File: config.mk
export PLATFORM = sky130hd
export DESIGN_NAME = ps2_rx_frontend
export DESIGN_NICKNAME = d
export VERILOG_FILES = /design/src/rtl/ps2_rx_frontend_pkg.sv /design/src/rtl/ps2_line_filter.sv /design/src/rtl/ps2_rx_frontend.sv
export SDC_FILE = /design/constraint.sdc
export NUM_CORES = 1
export LEC_CHECK = 0
export CORE_UTILIZATION = 53
export CTS_BUF_LIST = sky130_fd_sc_hd__clkbuf_16
export DETAILED_ROUTE_END_ITERATION = 16
export GPL_ROUTABILITY_DRIVEN = 1
export PLACE_DENSITY = 0.85
export RECOVER_POWER = 25
export SLEW_MARGIN = 0
export SYNTH_ARGS = -nofsm -noshare
export SYNTH_HDL_FRONTEND = slang
export SYNTH_SLANG_ARGS = --single-unit
File: constraint.sdc
create_clock -name system_clk -period 2.15 [get_ports system_clk]
set_clock_uncertainty 0.15 [all_clocks]
set_input_delay 0.3225 -clock system_clk [delete_from_list [all_inputs] [get_ports system_clk]]
set_output_delay 0.3225 -clock system_clk [all_outputs]
set_load 0.1 [all_outputs]
File: src/rtl/ps2_rx_frontend_pkg.sv
// Shared PS/2 receive definitions: frame FSM encoding, prefix bytes and frame geometry.
// Also used by the downstream keyboard register stage.
package ps2_rx_frontend_pkg;

    typedef enum logic [1:0] {
        ST_IDLE   = 2'd0,
        ST_DATA   = 2'd1,
        ST_PARITY = 2'd2,
        ST_STOP   = 2'd3
    } ps2_state_e;

    localparam logic [7:0] PS2_PREFIX_EXT = 8'hE0;
    localparam logic [7:0] PS2_PREFIX_BRK = 8'hF0;

    localparam int PS2_FRAME_LEN = 11;
    localparam int PS2_DATA_BITS = PS2_FRAME_LEN - 3;

    // Parity bit that makes the 9-bit {parity, data} group contain an odd number of ones.
    function automatic logic odd_parity_bit(input logic [7:0] data);
        return ~^data;
    endfunction

endpackage

File: src/rtl/ps2_line_filter.sv
// Two-flop synchronisers for the PS/2 clock and data pins plus a FILTER_LEN-sample
// deglitcher on the clock; emits the synced data bit and a one-cycle filtered-fall pulse.
module ps2_line_filter #(
    parameter int FILTER_LEN = 8
) (
    input  logic clk,
    input  logic rst_n,
    input  logic i_ps2_clk,
    input  logic i_ps2_data,
    output logic o_data,
    output logic o_fall
);

    localparam int CNT_W = $clog2(FILTER_LEN);

    logic [1:0]       r_clk_sync;
    logic [1:0]       r_data_sync;
    logic             r_filt;
    logic [CNT_W-1:0] r_cnt;

    logic w_sample;
    logic w_differs;
    logic w_flip;

    assign w_sample  = r_clk_sync[1];
    assign w_differs = (w_sample != r_filt);
    // r_cnt counts consecutive samples disagreeing with r_filt; the FILTER_LEN-th one flips it.
    assign w_flip    = w_differs && (r_cnt == CNT_W'(FILTER_LEN - 1));

    // NOTE: state is updated with non-blocking assignments so every flop samples pre-edge values.
    always_ff @(posedge clk or negedge rst_n) begin
        if (!rst_n) begin
            r_clk_sync  <= 2'b11;
            r_data_sync <= 2'b11;
            r_filt      <= 1'b1;
            r_cnt       <= '0;
        end else begin
            r_clk_sync  <= {r_clk_sync[0], i_ps2_clk};
            r_data_sync <= {r_data_sync[0], i_ps2_data};
            if (!w_differs || w_flip) begin
                r_cnt <= '0;
            end else begin
                r_cnt <= r_cnt + CNT_W'(1);
            end
            if (w_flip) begin
                r_filt <= w_sample;
            end
        end
    end

    assign o_fall = w_flip && r_filt;
    assign o_data = r_data_sync[1];

endmodule

File: src/rtl/ps2_rx_frontend.sv
// PS/2 receive front end: frame deserialiser with start/parity/stop/timeout checks and
// E0/F0 prefix folding. Optional err_count output enabled by `define PS2_RX_ERR_COUNT_EN.
module ps2_rx_frontend
    import ps2_rx_frontend_pkg::*;
#(
    parameter int FILTER_LEN     = 8,
    parameter int TIMEOUT_CYCLES = 50000
) (
    input  logic       system_clk,
    input  logic       reset,
    input  logic       PS2_clk,
    input  logic       PS2_data,
    output logic [7:0] scancode,
    output logic       scancode_valid,
    output logic       is_break,
    output logic       is_extended,
    output logic       frame_error
`ifdef PS2_RX_ERR_COUNT_EN
    ,
    output logic [7:0] err_count
`endif
);

    localparam int TO_W = $clog2(TIMEOUT_CYCLES);

    ps2_state_e r_state;
    ps2_state_e w_next_state;

    logic [7:0]      r_shift;
    logic [2:0]      r_bit_cnt;
    logic            r_par_err;
    logic [TO_W-1:0] r_to_cnt;
    logic            r_ext_pend;
    logic            r_brk_pend;
    logic [7:0]      r_scancode;
    logic            r_valid;
    logic            r_is_brk;
    logic            r_is_ext;
    logic            r_frame_error;

    logic w_fall;
    logic w_data;
    logic w_to_hit;
    logic w_accept;
    logic w_err_det;
    logic w_is_prefix;

    ps2_line_filter #(
        .FILTER_LEN (FILTER_LEN)
    ) u_line_filter (
        .clk        (system_clk),
        .rst_n      (reset),
        .i_ps2_clk  (PS2_clk),
        .i_ps2_data (PS2_data),
        .o_data     (w_data),
        .o_fall     (w_fall)
    );

    // Terminal count inside a frame; a simultaneous fall event takes priority over it.
    assign w_to_hit    = (r_state != ST_IDLE) && (r_to_cnt == TO_W'(TIMEOUT_CYCLES - 1));
    assign w_is_prefix = (r_shift == PS2_PREFIX_EXT) || (r_shift == PS2_PREFIX_BRK);

    always_ff @(posedge system_clk or negedge reset) begin
        if (!reset) begin
            r_state <= ST_IDLE;
        end else begin
            r_state <= w_next_state;
        end
    end

    // NOTE: default assignment first so no path through the block leaves a latch.
    always_comb begin
        w_next_state = r_state;
        if (w_fall) begin
            unique case (r_state)
                ST_IDLE:   if (!w_data) w_next_state = ST_DATA;
                ST_DATA:   if (r_bit_cnt == 3'(PS2_DATA_BITS - 1)) w_next_state = ST_PARITY;
                ST_PARITY: w_next_state = ST_STOP;
                ST_STOP:   w_next_state = ST_IDLE;
            endcase
        end else if (w_to_hit) begin
            w_next_state = ST_IDLE;
        end
    end

    always_comb begin
        w_accept  = 1'b0;
        w_err_det = 1'b0;
        if (w_fall) begin
            unique case (r_state)
                ST_IDLE: w_err_det = w_data;
                ST_STOP: begin
                    w_accept  = w_data && !r_par_err;
                    w_err_det = !(w_data && !r_par_err);
                end
                default: ;
            endcase
        end else if (w_to_hit) begin
            w_err_det = 1'b1;
        end
    end

    always_ff @(posedge system_clk or negedge reset) begin
        if (!reset) begin
            r_shift   <= '0;
            r_bit_cnt <= '0;
            r_par_err <= 1'b0;
            r_to_cnt  <= '0;
        end else begin
            if (w_fall) begin
                unique case (r_state)
                    ST_IDLE: begin
                        if (!w_data) begin
                            r_bit_cnt <= '0;
                            r_par_err <= 1'b0;
                        end
                    end
                    ST_DATA: begin
                        r_shift   <= {w_data, r_shift[7:1]};
                        r_bit_cnt <= r_bit_cnt + 3'd1;
                    end
                    ST_PARITY: r_par_err <= (w_data != odd_parity_bit(r_shift));
                    ST_STOP:   ;
                endcase
            end
            if ((r_state == ST_IDLE) || w_fall || w_to_hit) begin
                r_to_cnt <= '0;
            end else begin
                r_to_cnt <= r_to_cnt + TO_W'(1);
            end
        end
    end

    always_ff @(posedge system_clk or negedge reset) begin
        if (!reset) begin
            r_ext_pend    <= 1'b0;
            r_brk_pend    <= 1'b0;
            r_scancode    <= 8'h00;
            r_valid       <= 1'b0;
            r_is_brk      <= 1'b0;
            r_is_ext      <= 1'b0;
            r_frame_error <= 1'b0;
        end else begin
            r_valid       <= w_accept && !w_is_prefix;
            r_frame_error <= w_err_det;
            if (w_err_det) begin
                r_ext_pend <= 1'b0;
                r_brk_pend <= 1'b0;
            end else if (w_accept) begin
                if (r_shift == PS2_PREFIX_EXT) begin
                    r_ext_pend <= 1'b1;
                end else if (r_shift == PS2_PREFIX_BRK) begin
                    r_brk_pend <= 1'b1;
                end else begin
                    r_scancode <= r_shift;
                    r_is_ext   <= r_ext_pend;
                    r_is_brk   <= r_brk_pend;
                    r_ext_pend <= 1'b0;
                    r_brk_pend <= 1'b0;
                end
            end
        end
    end

    assign scancode       = r_scancode;
    assign scancode_valid = r_valid;
    assign is_break       = r_is_brk;
    assign is_extended    = r_is_ext;
    assign frame_error    = r_frame_error;

`ifdef PS2_RX_ERR_COUNT_EN
    logic [7:0] r_err_count;

    always_ff @(posedge system_clk or negedge reset) begin
        if (!reset) begin
            r_err_count <= 8'h00;
        end else if (r_frame_error && (r_err_count != 8'hFF)) begin
            r_err_count <= r_err_count + 8'd1;
        end
    end

    assign err_count = r_err_count;
`endif

endmodule

Yosys cells after proc, flatten, opt, wreduce, memory -nomap -nowiden
Cells that the tools add are included.
- bits in registers: 52
- word-level logic and storage cells: 88
- bitwise operators: 3
- reductions and logical operators: 27
- equal/unequal tests: 15
- muxes and demuxes: 24
- add/subtract/negate cells: 3
- operators with widths (operator ; number):
    $add A16 B1 Y16 const B ; 1
    $eq A16 B16 Y1 const B ; 1
    $eq A8 B8 Y1 const B ; 2
    $mux W16 ; 1
    $mux W1 ; 13
    $reduce_bool A2 Y1 ; 5
    $ne A3 B3 Y1 const B ; 3
    $reduce_and A3 Y1 ; 3
    $mux W2 ; 4
    $pmux W2 S4 ; 1
    $reduce_xnor A8 Y1 ; 1
    $add A3 B1 Y3 const B ; 2
    $eq A3 B3 Y1 const B ; 2
    $mux W3 ; 2
    $pmux W3 S2 ; 1
    $reduce_and A2 Y1 ; 3
    $logic_and A1 B1 Y1 ; 5
    $eq A2 B2 Y1 const B ; 2
    $logic_not A1 Y1 ; 4
    $logic_or A1 B1 Y1 ; 4
    $ne A2 B2 Y1 const B ; 2
    $pmux W1 S2 ; 2
    $reduce_and A4 Y1 ; 1
    $not A1 Y1 ; 3
    other kinds (3) ; 4

Longest topological paths before layout
Gate-level depths: netlist (run 1).
- depth after elaboration: 7
- mapped depth: 7
- mapped depth without buffers: 6

Modules after synthesis
A second synthesis (run 1) with hierarchy kept.
- cells, all modules: 218
- area, all modules: 2471.1 µm²
- by module, submodules not included (module ; seq. area each (µm²) ; area an instance (µm²) ; cells each ; instances):
    ps2_rx_frontend ; 1101.1 ; 2189.6 ; 202 ; 1
    ps2_line_filter ; 206.4 ; 281.5 ; 16 ; 1

Worst setup path after synthesis (run 1)
No wires, ideal clock.
- kind: flip-flop to flip-flop
- start: register r_shift[4]
- end: register r_is_brk (netlist: is_break)
- stages on the path, launching flop included: 7
- data arrival time: 1.778 ns
- buffers on the path: 0
- slack: 0.096 ns
- cell sequence: dfrtp_1 inv_1 ha_1 or2_4 a2111oi_4 o21ai_4 mux2_4
- cells in the longest elaborated chain, start to end: 3
- elaborated cells between the ends (all ways): 5
- those cells by class: eq/ne (2); bitwise (2); reduce/logical (1)
- RTL lines (item ; line ; source):
    start: declaration ; ps2_rx_frontend.sv:29 ; logic [7:0] r_shift;
    start signal: assignment ; ps2_rx_frontend.sv:119 ; r_shift <= {w_data, r_shift[7:1]};
    $eq A8 B8 Y1 (on tied branches) ; ps2_rx_frontend.sv:152, ps2_rx_frontend.sv:150 ;
    $not A1 Y1 (no line) ; n/a ;
    $reduce_and A4 Y1 (no line) * ; n/a ;
    end signal: assignment ; ps2_rx_frontend.sv:157 ; r_is_brk <= r_brk_pend;
    end: declaration ; ps2_rx_frontend.sv:37 ; logic r_is_brk;
Every way passes the cells marked *; elsewhere a longest branch is shown, timed or not.
A chain may end at the register's enable or synchronous reset.

Final worst setup path (run 1)
- start: register r_shift[5]
- end: register r_scancode[0] (netlist: scancode[0])
- cells in the longest elaborated chain, start to end: 3
- elaborated cells between the ends (all ways): 5
- those cells by class: eq/ne (2); bitwise (2); reduce/logical (1)
- RTL lines (item ; line ; source):
    $eq A8 B8 Y1 (on tied branches) ; ps2_rx_frontend.sv:152, ps2_rx_frontend.sv:150 ;
    $not A1 Y1 (no line) ; n/a ;
    $reduce_and A4 Y1 (no line) * ; n/a ;
    end signal: assignment ; ps2_rx_frontend.sv:155 ; r_scancode <= r_shift;
    end: declaration ; ps2_rx_frontend.sv:35 ; logic [7:0] r_scancode;
Marked as above.

==> reports/metrics.cfg, run 1 <==
[timing]
hold_violations = 0
fmax_mhz = 461
fin_ws_ns = -0.0174
relSlewSlack_pct = 55.4
fin_crit_ns = 2.17
setup_violations = 9
min_period_over_period_pct = 101
rsz0062_at_grt = true
tightest_slew_ns = 0.669
maxSlewViolCount = 0

[floorplan]
rows = 24
pin_count = 16
start_util_pct = 56.2
core_sq_mm = 0.00444
die_area_sq_mm = 0.00499
die_h_um = 70.6
dieWidth_um = 70.6

[yosys]
synth_cell_types = 40
seq_area_frac_synth_pct = 52.4
synth-seq-cells = 52
yosys.area.top_type = dfrtp_1
synth_cells = 209
synth_top_cell_area_share_pct = 47.1
syn_nets = 228
synth_edf_count = 0
async_flop_share_pct = 100
synth-warning-count = 0
synth_ff_type = dfrtp_1
synth.most_common_cell = dfrtp_1
synth.cell_area_sq_mm = 0.00250
synthTopCellsByArea = dfrtp_1 (47%), ha_1 (7.5%), xnor2_1 (6.3%), mux2_4 (6.0%), dfstp_2 (5.3%)
synth.avg_cell_area_sq_um = 11.9
yosys-top-cells-count = dfrtp_1 (47), nor2_1 (21), xnor2_1 (18), ha_1 (15), inv_1 (14)

[pwr]
power_density_mw_per_mm2 = 643
leakage_nw = 1.33
vdd_ir_drop_max_uv = 383

[detailed_routing]
drt-initial-drc-count = 69
routed_wl_mm = 4.55
postRouteAntennaNets = 0
wl_per_cell_um = 15.2
num_vias = 1651
routed_via_density = 5.52
drcViolationCount = 8
drt-pass1-iter-count = 10

[clock_network]
cts_buffer_depth = 2
numCtsBuffers = 5
clkTransAtPathRegs_ns = 0.07
cts_tree = done
cts-htree-levels = 2
clock_latency_ns = 0.29
clock-sinks = 52
ctsRootBufferMaster = clkbuf_16

[cells_and_area]
final-seq-area_sq_mm = 0.00131
areaGrowthSynthToFinish_pct = 20.0
multi_input_area_sq_mm = 0.00117
layout-drive-gt1-share_pct = 29.1
postLayoutCellArea_sq_mm = 0.00300
final_net_count = 265
diodes = 0
fillers = 326
final_cells = 299

[global_routing]
grt_pass1_wl_mm = 7.65
grt_pass1_vias = 1678
antenna_found_initial = 0
grt_max_degree = 29
overflow = 0
track_usage_pct = 20.0

[placed_design]
place_inst = 286
port_buffers = 15
hpwlAfterDp_mm = 3.11
post_dp_cell_area_sq_mm = 0.00277
preCtsSetupSlack_ns = -0.0257
place_congestion = 0.899

[worst_setup_path]
cp_data_arrival_time_ns = 2.20
path_max_fanout = 5
crit_buf_inv = 1
end_kind = flip-flop
cp_top_family = compound AO/OA/AOI/OAI gates
cp_cell_sequence = ha_2 -> or2_4 -> a2111oi_4 -> buf_4 -> o21ai_4 -> mux2_4
crit_slowest_cell = dfrtp_1
cp_data_required_time_ns = 2.18
critPathMaxStageDelay_ns = 0.43
crit_type = flip-flop to flip-flop
startpoint_type = flip-flop

[job]
max_cap_viol_count = 0

[hold_path]
hold_path.class = flip-flop to flip-flop

[run_status]
status = finished, violations left
violations = DRC, setup timing

## report_power, final
group | total (W) | switching, W | leakage [nW] | internal [W]
Clock | 0.000778 | 0.000345 | 0.0702 | 0.000433
Sequential | 0.00104 | 0.0000237 | 0.707 | 0.00102
Combinational | 0.000104 | 0.0000567 | 0.558 | 0.0000475
## through the flow
stage | total power (W) | hold slack (ns) | setup TNS [ns] | utilization, %
floorplan | 0.00111 | -0.123 | 0 | -
global placement | 0.00115 | 0.196 | 0 | 62.3
detailed placement | 0.00117 | 0.199 | -0.142 | 62.3
CTS | 0.00195 | 0.208 | 0 | 66.6
global route | 0.00200 | 0.214 | -0.768 | 67.5
finish | 0.00193 | 0.206 | -0.104 | 67.5
## per-layer routing
layer  vias to the layer above  GRT usage (%)  wire length, um
met5                         -              0                0
met4                         0           7.33               68
met3                         8           4.70              157
met2                        28           35.2             2340
met1                       811           24.1             1980
li1                        804              -                -
## cells in the final DEF (no fill, tap or decap), drive strengths merged, types with 10 or more instances in the layout
| master | instances |
|---|---|
| inv | 15 |
| mux2 | 15 |
| nor2 | 21 |
| ha | 15 |
| xnor2 | 18 |
| buf | 27 |
| nand2 | 10 |
| o21ai | 10 |
| dfrtp | 47 |
## final timing paths
| path | startpoint | to | slack [ns] | depth (start not counted) |
|---|---|---|---|---|
| hold / removal | u_line_filter.r_clk_sync[0] | u_line_filter.r_clk_sync[1] | 0.21 | 0 |
| max in group asynchronous | reset | u_line_filter.r_data_sync[1] | 0.76 | 3 |
| setup / recovery | r_shift[5] | scancode[0] | -0.02 | 6 |
| setup reg to reg | r_shift[5] | scancode[0] | -0.02 | 6 |
| min in group asynchronous | reset | scancode[1] | 0.44 | 2 |
| hold reg to reg | u_line_filter.r_clk_sync[0] | u_line_filter.r_clk_sync[1] | 0.21 | 0 |
## layout make-up
| cell class | instances | share of cell area [%] |
|---|---|---|
| clock inverter | 3 | 0.710 |
| sequential | 52 | 43.6 |
| inverter | 14 | 1.75 |
| timing repair buffer | 31 | 8.47 |
| tap | 52 | 2.17 |
| clock buffer | 5 | 4.17 |
| multi-input combinational | 142 | 39.1 |
## sequential cells by signal (all words and copies together) (netlist names)
register / count
u_line_filter.r_cnt: 3
r_ext_pend: 1
u_line_filter.r_data_sync: 2
r_to_cnt: 16
r_brk_pend: 1
scancode: 8
is_extended: 1
scancode_valid: 1
is_break: 1
r_bit_cnt: 3
r_par_err: 1
u_line_filter.r_clk_sync: 2
frame_error: 1
r_shift: 8
u_line_filter.r_filt: 1
r_state: 2
## what timing repair did
action,in CTS,in global routing
endpoints found under the setup margin,10,31
pin swaps,1,4
hold buffers,1,0
buffers inserted,2,1
cloned,1,0
endpoints found under the hold margin,24,0
resized for setup,2,7
## logic make-up after synthesis
group / Yosys count / share of synthesized area [%]
mux: 15 / 8.27
fa+ha+maj: 15 / 7.52
simple gates: 70 / 14.8
flops: 52 / 52.4
compound gates: 22 / 7.82
xor+xnor: 19 / 6.66
buf+inv: 16 / 2.56
No activity file was read; power rests on OpenSTA's default activity.
==> inputs of run 2 (changes only) <==
CORE_MARGIN = 4   (was default)
CORE_UTILIZATION = 48   (was 53)
PLACE_DENSITY = 0.79   (was 0.85)
==> reports/metrics.cfg, run 2 (same netlist as run 1, synthesis figures left out) <==
[run_status]
status = finished, final reports clean  ; was finished, violations left

[timing]
min_period_over_period_pct = 96.4  ; was 101%
whs_ns = 0.206  ; about the same
maxSlewViolCount = 0  ; unchanged
fin_crit_ns = 2.07  ; was 2.17 ns
fmax_mhz = 482  ; was 461 MHz
relSlewSlack_pct = 18.1  ; was 55.4%
tightest_slew_ns = 1.23  ; was 0.669 ns
setup_violations = 0  ; was 9
hold_violations = 0  ; unchanged
rsz0062_at_grt = false  ; was true

[clock_network]
numCtsBuffers = 5  ; unchanged
cts_hold_buf = 0  ; was 1
clock-sinks = 52  ; unchanged
cts_tree = done  ; unchanged
cts-htree-levels = 2  ; unchanged
ctsRootBufferMaster = clkbuf_16  ; unchanged
clock_latency_ns = 0.29  ; about the same
cts_buffer_depth = 2  ; unchanged
clkTransAtPathRegs_ns = 0.07  ; about the same

[hold_path]
hold_path.class = flip-flop to flip-flop  ; unchanged

[floorplan]
die_h_um = 80.1  ; was 70.6 um
die_area_sq_mm = 0.00642  ; was 0.00499 sq mm
pin_count = 16  ; unchanged
rows = 25  ; was 24
core_sq_mm = 0.00488  ; was 0.00444 sq mm
start_util_pct = 51.2  ; was 56.2%
dieWidth_um = 80.1  ; was 70.6 um

[cells_and_area]
final_common_cell = dfrtp_1  ; unchanged
multi_input_area_sq_mm = 0.00116  ; was 0.00117 sq mm
final_net_count = 264  ; was 265
diodes = 0  ; unchanged
final-seq-area_sq_mm = 0.00131  ; unchanged
top_register = r_to_cnt  ; unchanged
finish.utilization_pct = 60.9  ; was 67.5%
layout-drive-gt1-share_pct = 28.9  ; was 29.1%
fillers = 392  ; was 326
largest_reg_flops = 16  ; unchanged
final_cell_mix = dfrtp_1 (47), buf_4 (25), nor2_1 (21), xnor2_1 (18), inv_1 (14)  ; was dfrtp_1 (47), buf_4 (25), nor2_1 (21), xnor2_1 (18)
areaGrowthSynthToFinish_pct = 19.0  ; was 20.0%
final_cells = 313  ; was 299

[pwr]
leakage_nw = 1.33  ; about the same
power_density_mw_per_mm2 = 634  ; was 643 mW/mm^2
p_total_w = 0.00188  ; was 0.00193 W
power_frac_comb_pct = 5.1  ; was 5.4%
vdd_ir_drop_max_uv = 464  ; was 383 uV
swShare_pct = 21.1  ; was 22.1%
p_switching_w = 0.000398  ; was 0.000426 W
seqPwrFrac_pct = 55.5  ; was 54.2%
internal_power_w = 0.00149  ; was 0.00150 W
p_clk_share_pct = 39.4  ; was 40.4%

[worst_setup_path]
cp_data_arrival_time_ns = 2.09  ; was 2.20 ns
cp_cell_sequence = inv_1 -> ha_1 -> and3_4 -> a2111oi_4 -> buf_4 -> o21ai_4 -> mux2_4  ; was ha_2 -> or2_4 -> a2111oi_4 -> buf_4 -> o21ai_4 -> mux2_4
path_max_fanout = 5  ; unchanged
critPathMaxStageDelay_ns = 0.39  ; was 0.43 ns
crit_slowest_cell = dfrtp_1  ; unchanged
end_kind = flip-flop  ; unchanged
crit_type = flip-flop to flip-flop  ; unchanged
startpoint_type = flip-flop  ; unchanged
cp_data_required_time_ns = 2.17  ; was 2.18 ns

[global_routing]
antenna_found_initial = 0  ; unchanged
track_usage_pct = 14.8  ; was 20.0%
overflow = 0  ; unchanged
grt_max_degree = 53  ; was 29
grt_pass1_wl_mm = 7.33  ; was 7.65 mm
grt_pass1_vias = 1626  ; was 1678

[placed_design]
hpwlAfterDp_mm = 2.93  ; was 3.11 mm
place_inst = 302  ; was 286
place_congestion = 0.847  ; was 0.899
port_buffers = 15  ; unchanged

[detailed_routing]
routed_via_density = 5.16  ; was 5.52
routed_wl_mm = 4.22  ; was 4.55 mm
num_vias = 1614  ; was 1651
drcViolationCount = 0  ; was 8
drt-pass1-iter-count = 4  ; was 10
postRouteAntennaNets = 0  ; unchanged
wl_per_cell_um = 13.5  ; was 15.2 um
drt-initial-drc-count = 63  ; was 69

[job]
max_cap_viol_count = 0  ; unchanged

run 2: cell type report:
cell class                 instances  area share (%)
clock inverter                     3           0.421
tap                               67            2.82
clock buffer                       5            4.21
multi-input combinational        142            39.1
sequential                        52            44.0
timing repair buffer              30            7.70
inverter                          14            1.77
run 2: power groups by stage:
stage	registers, W	clock network [W]	logic (W)
final	0.00104	0.000742	0.0000965
after global routing	0.00105	0.000796	0.000111
after CTS	0.00105	0.000762	0.000101
after detailed placement	0.00106	0	0.0000970
after global placement	0.00106	0	0.0000917
after floorplan	0.00106	0	0.0000570
run 2: worst paths after layout:
| kind | cells after the start | end | start | slack, ns |
|---|---|---|---|---|
| min reg2reg | 0 | u_line_filter.r_clk_sync[1] | u_line_filter.r_clk_sync[0] | 0.21 |
| max reg2reg | 7 | scancode[4] | r_shift[0] | 0.08 |
| max in group asynchronous | 2 | r_to_cnt[7] | reset | 0.88 |
| min in group asynchronous | 2 | scancode[2] | reset | 0.22 |
| min | 0 | u_line_filter.r_clk_sync[1] | u_line_filter.r_clk_sync[0] | 0.21 |
| max | 7 | scancode[4] | r_shift[0] | 0.08 |
run 2: repair_timing:
item,CTS,global route
gates cloned,1,0
buffers inserted,2,0
resized for setup,2,8
pin swaps,1,4
endpoints found under the setup margin,10,32
run 2: worst max-delay path, delay by kind of cell (launching register included):
family	cells	cell delay, ns
AO/OA/AOI/OAI	2	0.45
buffers and inverters	2	0.26
adder cells (fa/ha/maj)	1	0.20
flip-flops	1	0.39
multiplexers	1	0.32
AND/OR/NAND/NOR	1	0.19
run 2: per-stage QoR:
stage | area, sq um | setup WS, ns | TNS, ns
final | 2970 | 0.0772 | 0
after global routing | 2970 | 0.00117 | 0
after CTS | 2960 | 0.0304 | 0
after detailed placement | 2780 | -0.0258 | -0.149
after global placement | 2780 | 0.0536 | 0
after floorplan | 2500 | 0.0961 | 0
run 2: metal layers:
metal,GRT usage [%],part of all wire [%],up-vias
met1,19.3,48,776
met2,24.3,47,32
met4,5.24,1.2,0
met3,3.36,4.0,5
li1,-,-,801
met5,0,0,-
==> inputs of run 3 (changes only) <==
CORE_ASPECT_RATIO = 0.8   (was default)
==> reports/metrics.cfg, run 3 (same netlist as run 1, synthesis figures left out) <==
[placed_design]
port_buffers = 15  ; unchanged
place_congestion = 0.790  ; was 0.847
hpwlAfterDp_mm = 3.15  ; was 2.93 mm
post_dp_cell_area_sq_mm = 0.00277  ; was 0.00278 sq mm

[detailed_routing]
drt-initial-drc-count = 63  ; unchanged
num_vias = 1646  ; was 1614
wl_per_cell_um = 15.1  ; was 13.5 um
drt-pass1-iter-count = 4  ; unchanged
routed_wl_mm = 4.64  ; was 4.22 mm
postRouteAntennaNets = 0  ; unchanged
drcViolationCount = 0  ; unchanged
routed_via_density = 5.36  ; was 5.16

[floorplan]
die_h_um = 72.5  ; was 80.1 um
rows = 23  ; was 25
core_sq_mm = 0.00504  ; was 0.00488 sq mm
pin_count = 16  ; unchanged
start_util_pct = 49.6  ; was 51.2%
die_area_sq_mm = 0.00643  ; was 0.00642 sq mm
dieWidth_um = 88.6  ; was 80.1 um

[pwr]
vdd_ir_drop_max_uv = 583  ; was 464 uV
power_density_mw_per_mm2 = 673  ; was 634 mW/mm^2
leakage_nw = 1.34  ; was 1.33 nW

[cells_and_area]
areaGrowthSynthToFinish_pct = 19.9  ; was 19.0%
final_net_count = 263  ; was 264
final-seq-area_sq_mm = 0.00131  ; unchanged
multi_input_area_sq_mm = 0.00116  ; unchanged
fillers = 409  ; was 392
final_cell_mix = dfrtp_1 (47), buf_4 (24), nor2_1 (21), xnor2_1 (18)  ; was dfrtp_1 (47), buf_4 (25), nor2_1 (21), xnor2_1 (18), inv_1 (14)
finish.utilization_pct = 59.5  ; was 60.9%
postLayoutCellArea_sq_mm = 0.00299  ; was 0.00297 sq mm
diodes = 0  ; unchanged
final_common_cell = dfrtp_1  ; unchanged
layout-drive-gt1-share_pct = 29.0  ; was 28.9%
largest_reg_flops = 16  ; unchanged
top_register = r_to_cnt  ; unchanged

[worst_setup_path]
crit_type = flip-flop to flip-flop  ; unchanged
cp_data_required_time_ns = 2.17  ; about the same
end_kind = flip-flop  ; unchanged
cp_data_arrival_time_ns = 2.10  ; was 2.09 ns
startpoint_type = flip-flop  ; unchanged
path_max_fanout = 5  ; unchanged

[global_routing]
antenna_found_initial = 0  ; unchanged
grt_max_degree = 53  ; unchanged
track_usage_pct = 15.2  ; was 14.8%
grt_pass1_wl_mm = 7.60  ; was 7.33 mm
overflow = 0  ; unchanged
grt_pass1_vias = 1635  ; was 1626

[clock_network]
cts_buffer_depth = 2  ; unchanged
cts_hold_buf = 0  ; unchanged
numCtsBuffers = 5  ; unchanged
ctsRootBufferMaster = clkbuf_16  ; unchanged
cts-htree-levels = 2  ; unchanged
clkTransAtPathRegs_ns = 0.07  ; about the same
clock_latency_ns = 0.28  ; was 0.29 ns
clock-sinks = 52  ; unchanged
cts_tree = done  ; unchanged

[timing]
hold_violations = 0  ; unchanged
relSlewSlack_pct = 17.8  ; was 18.1%
tightest_slew_ns = 1.23  ; about the same
fin_crit_ns = 2.08  ; was 2.07 ns
fmax_mhz = 480  ; was 482 MHz
whs_ns = 0.207  ; was 0.206 ns
setup_violations = 0  ; unchanged
maxSlewViolCount = 0  ; unchanged
min_period_over_period_pct = 96.9  ; was 96.4%
rsz0062_at_grt = false  ; unchanged

[job]
max_cap_viol_count = 0  ; unchanged

[run_status]
status = finished, final reports clean  ; unchanged

[hold_path]
hold_path.class = flip-flop to flip-flop  ; unchanged

[run 3: cell types whose count changed in the layout (fill, tap and decap cells not counted)]
cell	change
buf_12	+1
buf_4	-1
buf_6	-1
bufinv_16	+1
inv_1	-1
[run 3: cell type report]
type | count | share of cell area (%)
inverter | 14 | 1.76
clock inverter | 3 | 1.30
clock buffer | 5 | 4.18
tap | 62 | 2.59
timing repair buffer | 29 | 7.69
multi-input combinational | 142 | 38.8
sequential | 52 | 43.7
[run 3: metal layers]
metal	vias up	global-route usage [%]	share of wire (%)
met5	-	0	0
li1	812	-	-
met2	30	24.4	48
met4	0	4.70	1.1
met3	7	3.41	3.5
met1	797	20.6	47
[run 3: stage by stage]
step / instances / worst slack [ns] / setup TNS (ns) / total power (W)
detailed placement: 294 / -0.0336 / -0.249 / 0.00116
global placement: 294 / 0.0552 / 0 / 0.00115
CTS: 305 / 0.0139 / 0 / 0.00204
floorplan: 209 / 0.0961 / 0 / 0.00111
global route: 307 / 0.00364 / 0 / 0.00210
finish: 307 / 0.0675 / 0 / 0.00202
[run 3: what timing repair did]
action | in CTS | in global routing
gates cloned | 1 | 0
endpoints found under the setup margin | 10 | 34
buffers inserted | 2 | 2
pin swaps | 1 | 3
resized for setup | 2 | 7
[run 3: worst paths after layout]
check / startpoint / slack, ns / depth (start not counted) / end
min in group asynchronous: reset / 0.22 / 2 / scancode[0]
min reg2reg: u_line_filter.r_clk_sync[0] / 0.21 / 0 / u_line_filter.r_clk_sync[1]
max reg2reg: r_shift[2] / 0.07 / 7 / scancode[7]
min: u_line_filter.r_clk_sync[0] / 0.21 / 0 / u_line_filter.r_clk_sync[1]
max in group asynchronous: reset / 0.87 / 2 / r_bit_cnt[2]
max: r_shift[2] / 0.07 / 7 / scancode[7]
[run 3: report_power, final]
part / switching (W) / internal (W)
registers: 0.0000254 / 0.00102
logic: 0.0000545 / 0.0000422
clock network: 0.000330 / 0.000543
total: 0.000410 / 0.00161
[run 3: critical path: stages (launching register included)]
cell,delay (ns)
dfrtp_1,0.39
inv_2,0.06
ha_1,0.20
and3_4,0.21
a2111oi_4,0.33
buf_4,0.20
o21ai_4,0.11
mux2_4,0.32
